File: config.mk
export PLATFORM = sky130hd
export DESIGN_NAME = deadtime_gen
export DESIGN_NICKNAME = d
export VERILOG_FILES = /design/src/rtl/deadtime_gen_pkg.sv /design/src/rtl/deadtime_gen.sv
export SDC_FILE = /design/constraint.sdc
export NUM_CORES = 1
export LEC_CHECK = 0
export BUFFER_PORTS_ARGS = -buffer_cell sky130_fd_sc_hd__buf_2
export CORE_UTILIZATION = 53
export CTS_BUF_LIST = sky130_fd_sc_hd__clkbuf_8
export DETAILED_ROUTE_END_ITERATION = 8
export HOLD_SLACK_MARGIN = 0.06
export PLACE_DENSITY = 0.78
export SLEW_MARGIN = 10
export SYNTH_ARGS = -nofsm -noshare
export SYNTH_HDL_FRONTEND = slang
export SYNTH_SLANG_ARGS = --single-unit
File: constraint.sdc
create_clock -name clk -period 2.2 [get_ports clk]
set_input_delay 0.33 -clock clk [delete_from_list [all_inputs] [get_ports clk]]
set_output_delay 0.33 -clock clk [all_outputs]
set_load 0.02 [all_outputs]
File: src/rtl/deadtime_gen_pkg.sv
// deadtime_gen_pkg
//   Shared types and helpers for the half-bridge dead-time generator.
//   dt_state_e : leg state; S_DT_* are the both-gates-off commutation gaps.
//   gate_h/gate_l/gate_dt : decode a state into the gate drive pattern, so
//   the output mapping lives in exactly one place.
package deadtime_gen_pkg;

  typedef enum logic [2:0] {
    S_OFF,
    S_LOW,
    S_DT_RISE,
    S_HIGH,
    S_DT_FALL
  } dt_state_e;

  function automatic logic gate_h(input dt_state_e s);
    return (s == S_HIGH);
  endfunction

  function automatic logic gate_l(input dt_state_e s);
    return (s == S_LOW);
  endfunction

  function automatic logic gate_dt(input dt_state_e s);
    return (s == S_DT_RISE) || (s == S_DT_FALL);
  endfunction

endpackage

File: src/rtl/deadtime_gen.sv
// deadtime_gen
//   Turns a single-ended pwm signal into a complementary high-side/low-side
//   gate pair with a programmable both-off gap at every commutation, and
//   forces both gates off whenever the leg is disabled.
//
//   Build option: DEADTIME_ASYM_EN
//     defined   : separate dt_rise (gap before pwm_h) and dt_fall (gap before
//                 pwm_l) ports; dead_time is absent.
//     undefined : one dead_time port used for both directions.
//
//   Ports
//     clk        in   rising-edge system clock
//     reset      in   synchronous, active-high
//     enable     in   1 = run, 0 = both gates off next cycle
//     pwm_in     in   1 = high side requested
//     dead_time  in   DT_W gap length in clk cycles (symmetric build)
//     dt_rise    in   DT_W gap before pwm_h asserts (asymmetric build)
//     dt_fall    in   DT_W gap before pwm_l asserts (asymmetric build)
//     pwm_h      out  high-side gate, registered
//     pwm_l      out  low-side gate, registered
//     dt_active  out  1 while in a dead-time gap, registered
module deadtime_gen
  import deadtime_gen_pkg::*;
#(
  parameter int DT_W = 16
) (
  input  logic            clk,
  input  logic            reset,
  input  logic            enable,
  input  logic            pwm_in,
`ifdef DEADTIME_ASYM_EN
  input  logic [DT_W-1:0] dt_rise,
  input  logic [DT_W-1:0] dt_fall,
`else
  input  logic [DT_W-1:0] dead_time,
`endif
  output logic            pwm_h,
  output logic            pwm_l,
  output logic            dt_active
);

  logic [DT_W-1:0] dt_rise_sel;
  logic [DT_W-1:0] dt_fall_sel;

`ifdef DEADTIME_ASYM_EN
  assign dt_rise_sel = dt_rise;
  assign dt_fall_sel = dt_fall;
`else
  assign dt_rise_sel = dead_time;
  assign dt_fall_sel = dead_time;
`endif

  dt_state_e       state;
  dt_state_e       state_nxt;
  logic [DT_W-1:0] cnt;
  logic [DT_W-1:0] cnt_nxt;

  // Next-state logic. The gap length is captured into cnt only on entry to a
  // dead-time state, so later changes of the dt inputs do not disturb a gap
  // already in progress. A zero gap skips the dead-time state entirely; the
  // counter is loaded with dt-1 so that the gap lasts exactly dt cycles.
  always_comb begin
    state_nxt = state;
    cnt_nxt   = cnt;
    if (!enable) begin
      state_nxt = S_OFF;
      cnt_nxt   = '0;
    end else begin
      unique case (state)
        S_OFF: begin
          if (pwm_in) begin
            if (dt_rise_sel == '0) begin
              state_nxt = S_HIGH;
            end else begin
              state_nxt = S_DT_RISE;
              cnt_nxt   = dt_rise_sel - DT_W'(1);
            end
          end else begin
            if (dt_fall_sel == '0) begin
              state_nxt = S_LOW;
            end else begin
              state_nxt = S_DT_FALL;
              cnt_nxt   = dt_fall_sel - DT_W'(1);
            end
          end
        end
        S_LOW: begin
          if (pwm_in) begin
            if (dt_rise_sel == '0) begin
              state_nxt = S_HIGH;
            end else begin
              state_nxt = S_DT_RISE;
              cnt_nxt   = dt_rise_sel - DT_W'(1);
            end
          end
        end
        S_HIGH: begin
          if (!pwm_in) begin
            if (dt_fall_sel == '0) begin
              state_nxt = S_LOW;
            end else begin
              state_nxt = S_DT_FALL;
              cnt_nxt   = dt_fall_sel - DT_W'(1);
            end
          end
        end
        // A pwm pulse shorter than the gap is swallowed: fall back to the
        // gate that was on before the commutation started.
        S_DT_RISE: begin
          if (!pwm_in) begin
            state_nxt = S_LOW;
            cnt_nxt   = '0;
          end else if (cnt == '0) begin
            state_nxt = S_HIGH;
          end else begin
            cnt_nxt = cnt - DT_W'(1);
          end
        end
        S_DT_FALL: begin
          if (pwm_in) begin
            state_nxt = S_HIGH;
            cnt_nxt   = '0;
          end else if (cnt == '0) begin
            state_nxt = S_LOW;
          end else begin
            cnt_nxt = cnt - DT_W'(1);
          end
        end
        default: begin
          state_nxt = S_OFF;
          cnt_nxt   = '0;
        end
      endcase
    end
  end

  // Gate outputs are decoded from the next state and registered alongside
  // it, so the pins change on the same edge as the state and never glitch.
  always_ff @(posedge clk) begin
    if (reset) begin
      state     <= S_OFF;
      cnt       <= '0;
      pwm_h     <= 1'b0;
      pwm_l     <= 1'b0;
      dt_active <= 1'b0;
    end else begin
      state     <= state_nxt;
      cnt       <= cnt_nxt;
      pwm_h     <= gate_h(state_nxt);
      pwm_l     <= gate_l(state_nxt);
      dt_active <= gate_dt(state_nxt);
    end
  end

endmodule

======== Word-level counts from Yosys, hierarchy flattened ========
Index checks and enable logic that the tools add are counted.
cells by class
  $add $sub $neg .......................... 2
  equality and inequality tests ........... 10
  muxes and demuxes ....................... 18
  bitwise operators ....................... 1
  reductions and logical operators ........ 6
operators by type and width
  kind                                                count
  two-way mux 16 bit                                  6
  case mux 16 bit (5 select lines)                    1
  logical NOT 16 bit                                  2
  subtractor 16 x 1 -> 16 bit, second input constant  2
  two-way mux 3 bit                                   9
  case mux 3 bit (5 select lines)                     1
  == test 3 x 2 -> 1 bit, second input constant       4
  == test 3 x 1 -> 1 bit, second input constant       2
  == test 3 bit, second input constant                2
  != test 2 bit, second input constant                2
  logical NOT 3 bit                                   1
  AND reduction 2 bit                                 1
  OR reduction 2 bit                                  1
  logical OR 1 bit                                    1
  two-way mux 1 bit                                   1
  NOT 1 bit                                           1
word-level totals
  flip-flop bits (word level) ............. 22
  logic and storage cells ................. 42

======== Depth between registers and ports, before layout ========
  word-level depth ........................ 7
  mapped depth ............................ 9

======== Least setup slack after synthesis ========
No wires, ideal clock.
  path type ............................... in2reg
  start point ............................. in dead_time[0]
  end point ............................... reg cnt[10]
  library setup time ...................... 117 ps
  data arrival time ....................... 2297 ps
  required time ........................... 2083 ps
  setup slack ............................. -215 ps
  stages .................................. 8
  path buffers ............................ 0
  path through ............................ inv_1 ha_1 or3b_2 or2_2 or4_1 xnor2_1 a22o_1 a32o_1
on the way
  word-level cells in the longest chain between the ends .. 4
  elaborated cells between the ends (all ways) .. 6
  classes of those cells .................. add/sub: 1; mux: 4; reduce/logical: 1
ends and longest elaborated chain
  element                                                            RTL line                                source
  from (decl)                                                        deadtime_gen.sv:35                      input logic [DT_W-1:0] dead_time,
  subtractor 16 x 1 -> 16 bit or logical NOT 16 bit (tied branches)  n/a
  two-way mux 16 bit *                                               n/a
  two-way mux 16 bit (on tied branches)                              deadtime_gen.sv:98, deadtime_gen.sv:88
  case mux 16 bit (5 select lines) *                                 deadtime_gen.sv:69                      unique case (state)
  to (signal assigned)                                               deadtime_gen.sv:148                     cnt <= cnt_nxt;
  to (decl)                                                          deadtime_gen.sv:55                      logic [DT_W-1:0] cnt;
Every way passes the cells marked *; elsewhere a longest branch is shown, timed or not. The select of a mux whose other input is x is not followed.
A chain may end at the register's enable or synchronous reset.

======== Worst setup path in the final report ========
  start point ............................. in dead_time[1]
  end point ............................... reg cnt[10]
Same word-level chain as after synthesis.

==> impl_results.md <==
- Final hold viol count: 0
- Global route overflow: 0
- Share of cells above drive strength 1: 0.298
- Cell count after synthesis: 208
- Clock-pin slew reported for the worst setup and hold paths after clock tree synthesis: 80 ps
- CP endpoint kind: flop
- Distinct cell type count of the synthesized netlist: 42
- TritonCTS clock tree: done
- Combined buffer and inverter count along the critical path: 2
- Critical path startpoint category: input port
- Period minus WS final: 2150 ps
- Number of nets at the end of the flow: 280
- Unrepaired setup endpoints after global routing: false
- Routed wirelength normalized by instance count: 17.4 µm
- Die boundary height: 57.2 µm
- Setup slack of the worst register-to-register path: 130 ps
- Max stage delay cell, worst path: or4_1
- Reg2Reg Launch Point: cnt[1]
- Post-synthesis instance area: 1620 µm²
- Relative max-transition margin: 0.637
- Sum of routed wire length over all layers: 4980 µm
- Worst-case reg-to-reg path depth: 9
- Capturing point of the worst reg2reg path: cnt[13]
- Largest driver fanout on the critical path: 2
- Critical path's largest stage delay: 410 ps
- Worst voltage drop across the vdd grid: 0.492 mV
- Total power draw: 1.18 mW
- Ys Warns: 0
- Register bit count reported by yosys: 22
- Full die area: 3270 µm²
- Iteration-0 DRC Markers: 142
- Source-to-sink clock delay at the later pin of the worst-skew pair: 270 ps
- Antenna violations before repair: 0
- Worst-case clock buffer depth: 2
- Number of I/O pins: 23
- Cell class contributing the biggest share of worst-path delay: simple AND/OR/NAND/NOR gates
- Number of max-slew violations in the final report: 0
- Vias in the first global route: 1,778
- GRT Overall Usage: 0.331
- Synth top area share: 0.273
- Crit path launch: dead_time[1]
- Via count: 1,880
- Cell taking the most area after synthesis: dfxtp_1
- Remaining DRCs: 2
- Number of routed nets with antenna violations: 0
- Port-buffer cells: 22
- Detailed-routing iteration count for the pre-antenna-repair pass: 7
- Fill cell count: 223
- Failing checks: DRC
- Clock sinks: 22
- Sum of negative setup slack: 0 ps
- Number of max-cap violations: 0
- Clock root buffer master: clkbuf_8
- DR vias/cell: 6.57
- Maximum number of pins on one net before global-route repair: 15
- Minimum setup slack after placement: -251 ps
- PwrDens: 562 nW/µm²
- Startpoint of the tightest hold check path: reset
- Number of clock buffers inserted by TritonCTS: 3
- Area Growth Syn to Fin: 29.7%
- Data required time at the worst endpoint: 2360 ps
- CP Class: in2reg
- Setup violations, final: 0
- Leakage power: 0.911 nW
- Cell depth of the worst min-delay path: 2
- Transition time at the pin with the least slew margin: 542 ps
- Sequential area share after synthesis: 0.273
- Minimum setup slack in the final design: 49.7 ps
- Core area: 2830 µm²
- Data arrival time at the worst-slack endpoint: 2310 ps
- Global-route wire length before repair: 8350 µm
- Std cell rows: 19
- Ratio of final minimum period to clock period: 0.977
- Skew final: 1.77 ps
- Detailed placer's ending HPWL: 3770 µm
- Most area-consuming cells after synthesis: dfxtp_1, a32o_1, o21ai_0, nor3_1, xnor2_1
- Initial cell density of the core: 0.571
- Average cell area after synthesis: 7.77 µm²
- H-tree levels: 1
- Result of the run: finished, violations left
- Fmax: 465 MHz
- Synthesized net count: 232
- CP cell instances: buf_2 -> inv_12 -> ha_2 -> or3b_4 -> or2_4 -> or4_1 -> xnor2_1 -> a22o_1 -> a32o_1
- Floorplan die width: 57.2 µm
- Worst hold-check path type: in2reg
- Hold Path End: dt_active
- Gp weighted congestion: 0.943
- Antenna fix cells: 0
sequential cells by signal, summed over array words and instances, names as in the netlist:
signal and cells:
state 3, cnt 16, pwm_h 1, pwm_l 1, dt_active 1
metrics by stage:
stage / std cells / area, µm² / hold slack (ps) / utilization
final: 286 / 2090 / 270 / 0.740
after global routing: 286 / 2090 / 276 / 0.740
after CTS: 285 / 2070 / 262 / 0.732
after detailed placement: 281 / 2000 / 510 / 0.707
after global placement: 281 / 2000 / 470 / 0.707
after floorplan: 208 / 1670 / 409 / -
worst register-to-register path, cell delays in order (launching register included):
cell,delay (ps)
dfxtp_1,380
inv_1,90
ha_1,190
nor4b_1,140
buf_4,140
nand4_1,130
nand3_1,150
or3_1,410
o32a_1,300
nand3_1,80
how the worst max path moves through the flow:
stage                     cells after the start  slack, ps      end
after floorplan                               8        -40  cnt[10]
after global placement                        9       -200  cnt[10]
after detailed placement                      8       -250   cnt[0]
after CTS                                     8         30   cnt[0]
after global routing                          9          6   cnt[8]
final                                         9         50  cnt[10]
cell usage after synthesis, drive strengths merged:
cell type / instances
a211oi: 1
a21o: 4
a21oi: 7
a22o: 4
a22oi: 3
a31oi: 3
a32o: 9
and2: 2
and3: 1
and3b: 1
buf: 2
clkbuf: 9
dfxtp: 22
ha: 4
inv: 9
nand2: 12
nand2b: 3
nand3: 4
nand4: 3
nor2: 16
nor2b: 4
nor3: 14
nor4: 5
nor4b: 2
o21ai: 16
o221a: 1
o22ai: 7
o2bb2ai: 1
o31ai: 3
o32a: 2
o32ai: 2
or2: 4
or3: 7
or3b: 1
or4: 5
or4b: 1
xnor2: 7
xor2: 7
final cells by class:
type / count / area, µm² / area share
multi-input combinational: 166 / 1140 / 0.545
sequential: 22 / 440 / 0.210
timing repair buffer: 54 / 350 / 0.167
inverter: 9 / 51.3 / 0.0245
clock buffer: 3 / 41.3 / 0.0197
tap: 31 / 38.8 / 0.0185
clock inverter: 1 / 30.0 / 0.0143
cells in the final DEF (no fill, tap or decap), types with 9 or more instances in the layout:
cell type	instances
a32o_1	9
buf_2	22
buf_4	32
dfxtp_1	22
nand2_1	12
nor2_1	15
nor3_1	14
o21ai_0	15
where the power goes:
part           total [mW]  switching (mW)  internal, mW
registers           0.441          0.0223         0.418
clock network       0.381           0.137         0.243
logic               0.356           0.197         0.160
total                1.18           0.356         0.821
routing by layer:
metal / up-vias / global-route usage / wire [µm]
met4: 0 / 0.118 / 150
met3: 24 / 0.0567 / 453
met1: 867 / 0.423 / 1980
met2: 110 / 0.563 / 2400
li1: 879 / - / -
met5: - / 0 / 0
logic make-up after synthesis:
kind of cell | after synthesis | synth area share
DFF | 22 | 0.273
adders and majority gates | 4 | 0.0310
AOI/OAI and AO/OA | 63 | 0.275
and+or+nand+nor | 85 | 0.294
buffers and inverters | 20 | 0.0519
xor gates and xnor gates | 14 | 0.0759
timing repair:
action / 4_1_cts / 5_1_grt
hold endpoints to repair: 0 / 0
gates resized for setup: 0 / 4
setup endpoints to repair: 0 / 12
buffers inserted: 0 / 1
hold buffers: 0 / 0
Note: power is estimated with default switching activity, not from simulation.
